<file path="config.mk">
export PLATFORM = sky130hd
export DESIGN_NAME = sr_latch_monitor
export DESIGN_NICKNAME = d
export VERILOG_FILES = /design/src/rtl/sr_latch_monitor.sv
export SDC_FILE = /design/constraint.sdc
export NUM_CORES = 1
export LEC_CHECK = 0
export CORE_ASPECT_RATIO = 1.2
export CORE_UTILIZATION = 55
export CTS_BUF_LIST = sky130_fd_sc_hd__clkbuf_4
export DETAILED_ROUTE_END_ITERATION = 16
export GPL_ROUTABILITY_DRIVEN = 0
export PLACE_DENSITY = 0.95
export SLEW_MARGIN = 40
export SYNTH_ARGS = -nofsm -noshare
export SYNTH_HDL_FRONTEND = slang
export SYNTH_SLANG_ARGS = --single-unit
</file>
<file path="constraint.sdc">
create_clock -name clk -period 5.8 [get_ports clk]
set_clock_uncertainty 0.2 [all_clocks]
set_input_delay 1.16 -clock clk [delete_from_list [all_inputs] [get_ports clk]]
set_output_delay 1.16 -clock clk [all_outputs]
set_load 0.05 [all_outputs]
</file>
<file path="src/rtl/sr_latch_monitor.sv">
// Clocked response checker for an SR NOR latch: tracks the expected latch state, waits out a
// settle window after every S/R change, then flags and counts output errors. Optional coverage counters: SR_MON_COVER_EN.
module sr_latch_monitor #(
    parameter int SETTLE_CYC = 2,
    parameter int CNT_W      = 8
) (
    input  logic             clk,
    input  logic             rst_n,
    input  logic             s,
    input  logic             r,
    input  logic             q,
    input  logic             q_bar,
    input  logic             clr_err,
    output logic             exp_q,
    output logic             exp_valid,
    output logic             err_mismatch,
    output logic             err_compl,
    output logic             err_forbid,
    output logic             err_sticky,
    output logic [CNT_W-1:0] err_count
`ifdef SR_MON_COVER_EN
    ,
    output logic [CNT_W-1:0] cov_set,
    output logic [CNT_W-1:0] cov_reset,
    output logic [CNT_W-1:0] cov_hold,
    output logic [CNT_W-1:0] cov_forbid
`endif
);

    localparam logic [1:0] ST_UNKNOWN = 2'd0;
    localparam logic [1:0] ST_SET     = 2'd1;
    localparam logic [1:0] ST_RESET   = 2'd2;
    localparam logic [1:0] ST_FORBID  = 2'd3;

    localparam int               SUM_W       = CNT_W + 2;
    localparam logic [3:0]       SETTLE_INIT = 4'(SETTLE_CYC);
    localparam logic [CNT_W-1:0] CNT_MAX     = '1;

    logic [1:0]       state;
    logic [1:0]       state_nxt;
    logic [1:0]       sr;
    logic [1:0]       prev_sr;
    logic [3:0]       settle_cnt;
    logic             exp_q_nxt;
    logic             mismatch_nxt;
    logic             compl_nxt;
    logic             forbid_nxt;
    logic [1:0]       n_err;
    logic [SUM_W-1:0] cnt_sum;
    logic [CNT_W-1:0] cnt_nxt;

    assign sr        = {s, r};
    assign exp_valid = (settle_cnt == '0) && (state != ST_UNKNOWN);

    always_comb begin
        state_nxt = state;
        case (sr)
            2'b10:   state_nxt = ST_SET;
            2'b01:   state_nxt = ST_RESET;
            2'b11:   state_nxt = ST_FORBID;
            default: begin
                // Leaving s=r=1 is a race in a real latch: the outcome is indeterminate.
                if (state == ST_FORBID)
                    state_nxt = ST_UNKNOWN;
            end
        endcase
    end

    always_comb begin
        exp_q_nxt = exp_q;
        case (state_nxt)
            ST_SET:    exp_q_nxt = 1'b1;
            ST_RESET:  exp_q_nxt = 1'b0;
            ST_FORBID: exp_q_nxt = 1'b0;
            default:   exp_q_nxt = exp_q;
        endcase
    end

    always_comb begin
        mismatch_nxt = 1'b0;
        compl_nxt    = 1'b0;
        if (exp_valid) begin
            case (state)
                ST_SET, ST_RESET: begin
                    mismatch_nxt = (q != exp_q);
                    compl_nxt    = (q_bar == q);
                end
                ST_FORBID: mismatch_nxt = q | q_bar;
                default: begin
                    mismatch_nxt = 1'b0;
                    compl_nxt    = 1'b0;
                end
            endcase
        end
    end

    assign forbid_nxt = (sr == 2'b11) && (prev_sr != 2'b11);

    assign n_err   = {1'b0, mismatch_nxt} + {1'b0, compl_nxt} + {1'b0, forbid_nxt};
    assign cnt_sum = {2'b00, err_count} + SUM_W'(n_err);
    assign cnt_nxt = (cnt_sum > SUM_W'(CNT_MAX)) ? CNT_MAX : cnt_sum[CNT_W-1:0];

    always_ff @(posedge clk) begin
        if (!rst_n) begin
            state        <= ST_UNKNOWN;
            prev_sr      <= 2'b00;
            settle_cnt   <= SETTLE_INIT;
            exp_q        <= 1'b0;
            err_mismatch <= 1'b0;
            err_compl    <= 1'b0;
            err_forbid   <= 1'b0;
            err_sticky   <= 1'b0;
            err_count    <= '0;
        end else begin
            state        <= state_nxt;
            prev_sr      <= sr;
            exp_q        <= exp_q_nxt;
            err_mismatch <= mismatch_nxt;
            err_compl    <= compl_nxt;
            err_forbid   <= forbid_nxt;

            if (sr != prev_sr)
                settle_cnt <= SETTLE_INIT;
            else if (settle_cnt != '0)
                settle_cnt <= settle_cnt - 4'd1;

            // Pulses landing in the clear cycle still appear on the pulse outputs but are not counted.
            if (clr_err) begin
                err_sticky <= 1'b0;
                err_count  <= '0;
            end else begin
                err_sticky <= err_sticky | mismatch_nxt | compl_nxt | forbid_nxt;
                err_count  <= cnt_nxt;
            end
        end
    end

`ifdef SR_MON_COVER_EN
    function automatic logic [CNT_W-1:0] sat_inc(input logic [CNT_W-1:0] v, input logic en);
        return (en && (v != CNT_MAX)) ? v + CNT_W'(1) : v;
    endfunction

    logic enter_set;
    logic enter_reset;
    logic enter_forbid;
    logic hold_cyc;

    assign enter_set    = (state_nxt == ST_SET)    && (state != ST_SET);
    assign enter_reset  = (state_nxt == ST_RESET)  && (state != ST_RESET);
    assign enter_forbid = (state_nxt == ST_FORBID) && (state != ST_FORBID);
    assign hold_cyc     = (sr == 2'b00) && ((state == ST_SET) || (state == ST_RESET));

    always_ff @(posedge clk) begin
        if (!rst_n || clr_err) begin
            cov_set    <= '0;
            cov_reset  <= '0;
            cov_hold   <= '0;
            cov_forbid <= '0;
        end else begin
            cov_set    <= sat_inc(cov_set, enter_set);
            cov_reset  <= sat_inc(cov_reset, enter_reset);
            cov_hold   <= sat_inc(cov_hold, hold_cyc);
            cov_forbid <= sat_inc(cov_forbid, enter_forbid);
        end
    end
`endif

endmodule

</file>
==> impl_metrics.json <==
{
  "critical_path.top_delay_family": "adder cells",
  "pin_count": 21,
  "final_cell_mix": "dfxtp_1, clkdlybuf4s50_1, inv_1, a21oi_1, ha_1",
  "rsz0062_at_grt": "false",
  "cts_tree": "yes",
  "fp.dieW_um": 41.8,
  "synth_mux_area_share_pct": 0,
  "p_leak_nw": 0.519,
  "synthArstFlopShare_pct": 0,
  "syn_area_um2": 1050,
  "hp-class": "register to register",
  "synth_edf_count": 0,
  "r2r_end": "err_count[1]",
  "hp-start": "settle_cnt[2]",
  "ant_nets": 0,
  "yosys_warnings": 0,
  "synth_fp_nets": 127,
  "end_kind": "register",
  "post_cts_buffers": 0,
  "setup_viol": 0,
  "ctsLongestPathBuffers": 2,
  "post_cts_resized": 0,
  "drv_cap": 0,
  "final-max-slew-violation-count": 0,
  "crit_arrival_ns": 4.15,
  "cts_made_buffers": 3,
  "final_design_area_no_fill_um2": 1280,
  "drtIter0Drc": 12,
  "grt_max_degree": 12,
  "ir_drop_v": 0.000182,
  "num_rows": 16,
  "path_max_fanout": 5,
  "synthSimpleGateAreaFrac_pct": 23.9,
  "postPlaceCellArea_um2": 1250,
  "period_needed_ns": 4.12,
  "fillerInstances": 117,
  "numClockSinks": 21,
  "areaGrowthSynthToFinish_pct": 22.7,
  "insertion_delay_ns": 0.30,
  "synth_xor_area_share_pct": 5.85,
  "root_buffer": "clkbuf_4",
  "ys.flop_type": "dfxtp_1",
  "cts_hold_buf": 0,
  "synth_seq_cells": 21,
  "slowest_stage": "fa_1",
  "drtPass1Iterations": 4,
  "synthAdderAreaFrac_pct": 14.6,
  "syn_avg_cell_area_um2": 9.61,
  "antennaDiodeCount": 0,
  "synth_top_family_by_area": "simple AND/OR/NAND/NOR gates",
  "synthCells": 109,
  "first_global_vias": 805,
  "crit_path_max_incr_delay_ns": 0.52,
  "die_area_um2": 2080,
  "vias": 808,
  "ys_seq_area_share_pct": 40.1,
  "worstReg2RegStart": "settle_cnt[0]",
  "synthTopCellsByArea": "dfxtp_1, ha_1, a21oi_1",
  "viasPerCell": 5.42,
  "power.density_nw_per_um2": 209,
  "status": "finished clean",
  "synth_compound_area_share_pct": 10.5,
  "fmax_ghz": 0.243,
  "wl_um": 1940,
  "synth_cell_type_count": 31,
  "slew_headroom_pct": 66.4,
  "hold_end": "settle_cnt[2]",
  "required_ns": 5.83,
  "critPathKind": "input port to register",
  "track_usage_pct": 22.3,
  "synth.top_cell.area_share_pct": 40.1,
  "worst_slew_pin_slew_ns": 0.502,
  "wire_per_inst_um": 13.0,
  "dpl.hpwl_um": 1470,
  "path_cells": "clkdlybuf4s50_1 > inv_1 > ha_1 > nor2b_1 > a21oi_1 > nor3_2 > fa_1 > ha_1 > inv_1 > fa_1 > and3b_1 > and2_1 > nand4_1 > a21oi_1",
  "port_buffers": 20,
  "hold_viol": 0,
  "startpoint_type": "input port",
  "r2r_slack_ns": 2.34,
  "layout-drive-gt1-share_pct": 5.34,
  "core_um2": 1700,
  "synth_top_area_cell": "dfxtp_1",
  "path_buf_inv": 3,
  "clk_pin_slew_ns": 0.11,
  "h-tree-depth": 1,
  "grt_pass1_wl_um": 3510,
  "grt_overflow_total": 0,
  "holdPathStages": 2,
  "chipHeight_um": 49.8,
  "antenna_found_initial": 0,
  "drcViolationCount": 0,
  "fin_setup_tns_ns": 0,
  "final_common_cell": "dfxtp_1",
  "reg2reg_depth": 12,
  "min_period_over_period_pct": 71.0,
  "fin_nets": 150,
  "initial_core_util_pct": 61.5
}
[how the worst max path moves through the flow]
stage | from | end | slack (ns) | depth (start not counted)
4_1_cts | q | err_count[1] | 1.68 | 14
5_1_grt | q | err_count[1] | 1.53 | 14
3_3_place_gp | q | err_count[1] | 1.52 | 14
2_1_floorplan | q | err_count[0] | 2.12 | 13
3_5_place_dp | q | err_count[1] | 1.39 | 14
6_report | q | err_count[1] | 1.68 | 14
[per-stage QoR]
step / hold slack, ns / worst slack [ns] / utilization (%) / total power, W / instances
6_report: 0.312 / 1.68 / 75.5 / 0.000268 / 149
5_1_grt: 0.336 / 1.53 / 75.5 / 0.000280 / 149
4_1_cts: 0.318 / 1.68 / 75.5 / 0.000270 / 149
3_5_place_dp: 0.293 / 1.39 / 73.8 / 0.000196 / 145
3_3_place_gp: 0.281 / 1.52 / 73.8 / 0.000194 / 145
2_1_floorplan: 0.262 / 2.12 / - / 0.000184 / 109
[power breakdown]
group          internal (W)  total (W)  switching (W)  leakage, nW
sequential         0.000149   0.000152     0.00000317        0.171
combinational     0.0000183  0.0000416      0.0000233        0.329
clock             0.0000315  0.0000748      0.0000433       0.0184
total              0.000198   0.000268      0.0000698        0.519
[logic make-up after synthesis]
logic type,Yosys count
AO/OA/AOI/OAI,18
XOR/XNOR,7
adder cells (fa/ha/maj),11
buffers and inverters,12
flip-flops,21
AND/OR/NAND/NOR,40
[sequential cells by signal (all words and copies together) (netlist names)]
register,cells
err_sticky,1
prev_sr,2
err_count,8
err_compl,1
state,2
settle_cnt,4
err_forbid,1
exp_q,1
err_mismatch,1
[synth_stat cells, drive strengths merged (2+ instances only)]
master / count
fa: 2
nor3: 5
nor2: 6
and2: 6
nand2b: 4
ha: 9
nand2: 4
a21oi: 10
o21ai: 2
xor2: 4
nand4: 2
nand3: 2
xnor2: 3
o21a: 2
dfxtp: 21
inv: 10
nor2b: 4
[per-layer routing]
metal  track usage [%]  up-vias  share of wire [%]
met2              38.3       15                 50
li1                  -      409                  -
met3              6.23        4                4.0
met5                 0        -                  0
met1              25.2      380                 43
met4              10.2        0                2.6
[area by class of cell]
| cell class | count | area, um^2 | share of cell area [%] |
|---|---|---|---|
| Clock buffer | 4 | 30.0 | 2.34 |
| Inverter | 10 | 37.5 | 2.92 |
| Multi-Input combinational cell | 76 | 574 | 44.7 |
| Tap cell | 18 | 22.5 | 1.75 |
| Sequential cell | 21 | 420 | 32.7 |
| Timing Repair Buffer | 20 | 200 | 15.6 |
[worst min-delay path, stage by stage, from the launching register on]
cell and delay [ns]:
dfxtp_1 0.34, nand2b_1 0.07, a21oi_1 0.06
Power figures use the tool's default switching activity.
